[src/rtl/epu_rr_pkg.sv]
// Shared defaults and helpers for the round-robin arbiter/dispatcher family.
// Latency: n/a (package only).
// Backpressure: n/a.
package epu_rr_pkg;

    localparam int N_DEF  = 8;   // default lane count
    localparam int DW_DEF = 32;  // default payload width
    localparam int MAX_N  = 64;  // widest lane vector rotl1 can handle

    // Rotate the low n bits of v left by one; bit n-1 wraps to bit 0.
    // Bits at and above n are returned as zero. With n=1 the vector is unchanged.
    function automatic logic [MAX_N-1:0] rotl1(input logic [MAX_N-1:0] v, input int n);
        logic [MAX_N-1:0] r;
        r = '0;
        for (int i = 0; i < MAX_N; i++) begin
            if (i < n) begin
                if (i == n - 1) begin
                    r[0] = v[i];
                end else begin
                    r[i+1] = v[i];
                end
            end
        end
        return r;
    endfunction

endpackage

[src/rtl/rr_pick.sv]
// Cyclic-priority picker: first set bit of avail at or after one-hot ptr.
// Latency: purely combinational.
// Backpressure: none; pure function of its inputs.
// Ports: avail (candidate lanes), ptr (one-hot start), sel (one-hot winner), any (some lane available).
module rr_pick #(
    parameter int N = 8
) (
    input  logic [N-1:0] avail,
    input  logic [N-1:0] ptr,
    output logic [N-1:0] sel,
    output logic         any
);

    logic [2*N-1:0] dbl;
    logic [2*N-1:0] hit;

    // Doubling the vector makes the wrap-around search a plain linear one.
    // Subtracting ptr borrows through the zero bits from ptr upward and
    // clears the first set bit at or above ptr; masking with the original
    // isolates exactly that bit.
    assign dbl = {avail, avail};
    assign hit = dbl & ~(dbl - {{N{1'b0}}, ptr});
    assign sel = hit[N-1:0] | hit[2*N-1:N];
    assign any = |avail;

endmodule

[src/rtl/rr_dispatch.sv]
// Round-robin 1->N job dispatcher with per-lane occupancy and one output stage.
// Latency: job accepted in cycle t is offered to its lane in cycle t+1.
// Backpressure: stage holds until the target lane accepts; in_ready drops when stage is stuck or all lanes busy.
// Ports: in_valid/in_ready/in_data (job input), out_valid (one-hot lane)/out_data/out_ready,
//        done (per-lane completion), busy (occupancy), err_done (sticky done-on-idle flag).
module rr_dispatch
    import epu_rr_pkg::*;
#(
    parameter int N  = N_DEF,
    parameter int DW = DW_DEF
) (
    input  logic          clk,
    input  logic          rst_n,
    input  logic          in_valid,
    output logic          in_ready,
    input  logic [DW-1:0] in_data,
    output logic [N-1:0]  out_valid,
    output logic [DW-1:0] out_data,
    input  logic [N-1:0]  out_ready,
    input  logic [N-1:0]  done,
    output logic [N-1:0]  busy,
    output logic          err_done
);

    logic [N-1:0]  ptr;
    logic [N-1:0]  sel;
    logic          any_idle;
    logic          stage_valid;
    logic [N-1:0]  stage_tgt;
    logic [DW-1:0] stage_data;
    logic          out_fire;
    logic          accept;

    // Selection works only from the registered busy map, so a done pulse
    // frees its lane for the following cycle, never the current one.
    rr_pick #(.N(N)) u_pick (
        .avail (~busy),
        .ptr   (ptr),
        .sel   (sel),
        .any   (any_idle)
    );

    assign out_valid = stage_valid ? stage_tgt : '0;
    assign out_data  = stage_data;
    assign out_fire  = |(out_valid & out_ready);
    assign in_ready  = (!stage_valid || out_fire) && any_idle;
    assign accept    = in_valid && in_ready;

    always_ff @(posedge clk or negedge rst_n) begin
        if (!rst_n) begin
            busy        <= '0;
            ptr         <= N'(1);
            stage_valid <= 1'b0;
            stage_tgt   <= '0;
            stage_data  <= '0;
            err_done    <= 1'b0;
        end else begin
            // sel is never a busy lane, so clearing by done and setting by
            // accept cannot collide on a legitimately busy bit.
            busy <= (busy & ~done) | (accept ? sel : '0);

            if (|(done & ~busy)) begin
                err_done <= 1'b1;
            end

            if (accept) begin
                stage_valid <= 1'b1;
                stage_tgt   <= sel;
                stage_data  <= in_data;
                ptr         <= N'(rotl1(MAX_N'(sel), N));
            end else if (out_fire) begin
                stage_valid <= 1'b0;
            end
        end
    end

endmodule

[config.mk]
export PLATFORM = sky130hd
export DESIGN_NAME = rr_dispatch
export DESIGN_NICKNAME = d
export VERILOG_FILES = /design/src/rtl/epu_rr_pkg.sv /design/src/rtl/rr_pick.sv /design/src/rtl/rr_dispatch.sv
export SDC_FILE = /design/constraint.sdc
export NUM_CORES = 1
export LEC_CHECK = 0
export ABC_AREA = 0
export BUFFER_PORTS_ARGS = -buffer_cell sky130_fd_sc_hd__buf_2
export CAP_MARGIN = 20
export CORE_MARGIN = 5
export CORE_UTILIZATION = 53
export DETAILED_ROUTE_END_ITERATION = 16
export PLACE_DENSITY = 0.86
export SLEW_MARGIN = 20
export SYNTH_ARGS = -nofsm -noshare
export SYNTH_HDL_FRONTEND = slang
export SYNTH_SLANG_ARGS = --single-unit
[constraint.sdc]
create_clock -name clk -period 4.75 [get_ports clk]
set_clock_uncertainty 0.15 [all_clocks]
set_input_delay 0.475 -clock clk [delete_from_list [all_inputs] [get_ports clk]]
set_output_delay 0.475 -clock clk [all_outputs]
set_load 0.02 [all_outputs]
* After elaboration in Yosys (flattened, before gate mapping) *
Index checks and enable logic that the tools add are counted.

cells by class
  mux-type cells = 4
  reductions and logical operators = 8
  $add $sub $neg = 1
  bitwise gates (word level) = 9

operators by type and width
  cell                         number
  AND 8 bit                    3
  OR reduction 8 bit           3
  AND 16 bit                   1
  two-way mux 8 bit            2
  inverter 16 bit              1
  inverter 8 bit               2
  OR 8 bit                     2
  subtractor 16 x 8 -> 16 bit  1
  logical AND 1 bit            2
  two-way mux 1 bit            2
  nonzero test 2 bit           1
  logical NOT 1 bit            1
  logical OR 1 bit             1

storage, ports and cells
  output and inout bits = 50
  word-level logic and storage cells = 28
  input bits = 51
  register bits after elaboration = 58

* Longest topological paths before layout *
  depth after elaboration = 8
  mapped depth = 8
  depth with buffers taken out = 7

* Hierarchy *
Synthesis repeated with hierarchy kept, for this count alone.

unflattened totals
  cells, all modules = 213
  area, all modules = 2539.9 µm²

by module, submodules not included
  module       cells each  times used  area each (µm²)
  rr_dispatch  144         1           2049.5
  rr_pick      69          1           490.5

* Worst setup path before layout *
Ideal clock, no wire load.

  path type = reg2reg
  start = register busy[1]
  end = register busy[4]
  clock period less this slack = 2.367 ns
  buffers on the path = 0
  setup slack = 2.383 ns
  required time = 4.522 ns
  cell stages (with the launch flop) = 8
  arrival = 2.139 ns
  setup time = 0.078 ns
  cells stage by stage = dfrtp_1 > inv_1 > fa_1 > a211o_1 > a211oi_2 > o211ai_1 > a311oi_1 > o21bai_1

between the ends
  word-level cells in the longest chain between the ends = 7
  elaborated cells between the ends (all ways) = 10

ends and longest elaborated chain
  element                      RTL line           RTL
  start, declared              rr_dispatch.sv:21  output logic [N-1:0] busy,
  start signal, assigned       rr_dispatch.sv:60  busy <= (busy & ~done) | (accept ? sel : '0);
  inverter 8 bit (*)           rr_dispatch.sv:37  .avail (~busy),
  subtractor 16 x 8 -> 16 bit  rr_pick.sv:22      assign hit = dbl & ~(dbl - {{N{1'b0}}, ptr});
  inverter 16 bit              rr_pick.sv:22
  AND 16 bit                   rr_pick.sv:22
  OR 8 bit                     rr_pick.sv:23      assign sel = hit[N-1:0] | hit[2*N-1:N];
  two-way mux 8 bit (*)        rr_dispatch.sv:60
  OR 8 bit (*)                 rr_dispatch.sv:60

Every way passes the cells marked *; elsewhere a longest branch is shown, timed or not.
A chain may end at the register's enable or synchronous reset.

* Worst setup path after layout *
  start = register ptr[0]
  end = register busy[0]

between the ends
  word-level cells in the longest chain between the ends = 6

ends and longest elaborated chain
  element                      RTL line           RTL
  start, declared              rr_dispatch.sv:25  logic [N-1:0] ptr;
  start signal, assigned       rr_dispatch.sv:70  ptr <= N'(rotl1(MAX_N'(sel), N));
  subtractor 16 x 8 -> 16 bit  rr_pick.sv:22
  inverter 16 bit              rr_pick.sv:22
  AND 16 bit                   rr_pick.sv:22
  OR 8 bit                     rr_pick.sv:23
  two-way mux 8 bit            rr_dispatch.sv:60
  OR 8 bit                     rr_dispatch.sv:60

No other way between the ends.

==> metrics.md <==
| Metric | Value |
|---|---|
| Status | `complete, no violations` |
| Mapped Nets | `270` |
| Primary FF master, synth | `dfrtp_1` |
| Post-synth design cell area | `2624 um^2` |
| Die Y | `80.36 um` |
| Initial Util | `a little under three fifths` |
| Final instance area | `3301 um^2` |
| Crit-path max FO | `4` |
| CTS buffer count | `5` |
| Critical path's largest stage delay | `0.56 ns` |
| Clk Latency, worst-skew pair | `0.31 ns` |
| Vias/cell | `between 5 and 6` |
| Clock root cell | `clkbuf_8` |
| TNS Setup | `0 ns` |
| Reg2Reg Depth | `7` |
| Post-synthesis cell type count | `47` |
| Final setup viols | `0` |
| CP Data Required Time | `about 4.8 ns` |
| Final WS setup | `2.251 ns` |
| Placed cells | `about 380` |
| Pre-CTS WS | `around 2.1 ns` |
| CP max-delay cell | `dfstp_2` |
| Vias | `2100` |
| # H-tree levels | `2` |
| Post-CTS setup buffers | `0` |
| Share of layout cells above drive strength 1 | `about half` |
| Gr usage total | `around a fifth` |
| Die area | `roughly 6500 um^2` |
| Leakage | `between 1.5 and 2 nW` |
| Ports | `between 100 and 150` |
| Core Box Area | `~4800 um^2` |
| CP top delay family | `compound AO/OA/AOI/OAI gates` |
| DR pass1 iterations | `5` |
| Filler-free cell count of the finished design | `~380` |
| Initial antenna violation count | `0` |
| Global route total overflow | `0` |
| Drt drc | `0` |
| WP data arrival | `~2.6 ns` |
| Post-synthesis sequential area ratio | `between 40% and 50%` |
| Detail Route Antenna Nets | `0` |
| CP bufs+invs | `0` |
| Clock sinks | `between 50 and 60` |
| Clk slew on worst S/H paths | `~0.1 ns` |
| Asr flop ratio synth | `100.0%` |
| Pins Over Slew Limit | `0` |
| Port Buf Inserts | `100` |
| 1st-iter DRT viols | `roughly 130` |
| R2R Path Start | `ptr[0]$_DFFE_PN1P_` |
| Highest clock rate | `roughly 0.4 GHz` |
| CTS tree | `yes` |
| Synthesized flop and latch total | `51` |
| Fin util | `between 60% and 70%` |
| Vias in the first global route | `about 2200` |
| Total Routed Length | `6655 um` |
| Slew at the pin closest to its max-slew limit | `between 0.6 and 0.7 ns` |
| Worst path cell trace | `nand2_1, fa_1, a211o_1, a211oi_2, or2_1, a211oi_1, o32ai_1` |
| Post-layout minimum cycle time | `approximately 2.5 ns` |
| Die width | `80.36 um` |
| Max-cap violation count | `0` |
| First-pass GRT wire length | `roughly 11000 um` |
| Rel. slew slack | `about three fifths` |
| RSZ-0062 raised after global routing | `false` |
| Most common cell after layout, fill and taps aside | `buf_2` |
| Final hold violations | `0` |
| Critical Setup Path Class | `reg -> reg` |
| Syn Area/Cell | `around 12 um^2` |
| Row count | `25` |
| Setup crit start kind | `flop` |
| Pin count of the biggest net entering global routing | `52` |
| R2r endpoint | `busy[0]$_DFF_PN0_` |
| Worst Hold Class | `in -> async` |
| Reg2reg setup slack | `approximately 2.3 ns` |
| Fill cells | `around 390` |
| Gp weighted congestion | `0.9034` |
| Post-synth EDFFs | `0` |
| Area Overhead vs Synth | `25.80%` |
| Cells after synthesis | `approximately 210` |
| Worst Setup End Kind | `flop` |
| CTS Hold Buffers Added | `0` |
| Dpl hpwl | `between 5000 and 6000 um` |
| Synth warn | `0` |
| Crit share post-route | `a little over half` |
| Post-DR wirelength/cell | `17.38 um` |
| Most frequent cells in the layout | `100 x buf_2, 50 x dfrtp_1, 25 x mux2_4` |
| Clock Path Buffers | `2` |
| Maximum vdd drop | `roughly 350 uV` |
| # diodes | `0` |
| PwrDens | `slightly above 700 nW/um^2` |
| Area after DPL | `approximately 3200 um^2` |
| Nets | `between 300 and 400` |
| Post-CTS resize count | `0` |
cell usage after synthesis, drive strengths merged (3+ instances only):
cell type	count	area share (%)
inv	22	3.1
ha	7	3.3
a211oi	3	1.0
o22ai	3	0.72
o2111ai	5	1.7
nand2	5	0.72
a21o	7	2.0
a31oi	3	1.3
a21oi	4	0.76
nand3	5	0.95
buf	5	1.7
dfrtp	50	48
mux2	33	18
nor2	5	1.0
or2	3	0.72
and2	8	1.9
o21ai	12	2.4
per-stage QoR:
step / hold slack (ns) / power [mW]
after global placement: 0.3257 / 1.969
after CTS: 0.1345 / 2.341
after floorplan: 0.02941 / 1.645
final: 0.1102 / 2.334
after detailed placement: 0.3153 / 2.010
after global routing: 0.1651 / 2.485
power by group:
group	switching (mW)	leakage (nW)	internal (mW)	total (mW)
registers	0.132	0.608	0.601	0.733
logic	0.733	0.981	0.544	1.28
clock network	0.151	0.0618	0.173	0.324
total	1.02	1.65	1.32	2.33
metal layers:
| layer | GRT usage, % | routed length, um | up-vias |
|---|---|---|---|
| met2 | 35.43 | 3364 | 88 |
| met5 | 0 | 0 | - |
| met4 | 6.757 | 128 | 0 |
| met1 | 28.26 | 2728 | 1020 |
| li1 | - | - | 980 |
| met3 | 2.915 | 433 | 12 |
registers in the layout (all words and copies together) (netlist names):
signal	count
busy	8
err_done	1
out_data	32
ptr	7
stage_tgt	2
stage_valid	1
final cells by class:
type	instances	area (um^2)	area share (%)
well taps	67	83.83	2.540
inverters	22	82.58	2.502
multi-input cells	133	1220	36.96
flip-flops and latches	51	1277	38.70
repair buffers	102	515.5	15.62
clock inverters	2	38.79	1.175
clock buffers	6	82.58	2.502
how the worst max path moves through the flow:
stage                                   from                        to  slack (ns)  cells past startpoint
after floorplan            busy[1]$_DFF_PN0_         busy[4]$_DFF_PN0_        2.38                      7
after global placement          out_ready[3]   out_data[7]$_DFFE_PN0P_        2.17                      7
after detailed placement        out_ready[3]  out_data[16]$_DFFE_PN0P_        2.11                      7
after CTS                 ptr[0]$_DFFE_PN1P_         busy[0]$_DFF_PN0_        2.26                      7
after global routing      ptr[0]$_DFFE_PN1P_         busy[4]$_DFF_PN0_        2.04                      7
final                     ptr[0]$_DFFE_PN1P_         busy[0]$_DFF_PN0_        2.25                      7
cell families after synthesis:
| logic type | share of synthesized area, % |
|---|---|
| buf+inv | 4.816 |
| compound gates | 16.36 |
| flops | 48.69 |
| xor+xnor | 1.002 |
| fa+ha+maj | 4.101 |
| simple gates | 7.296 |
| mux | 17.74 |
(Power assumes the default switching activity.)
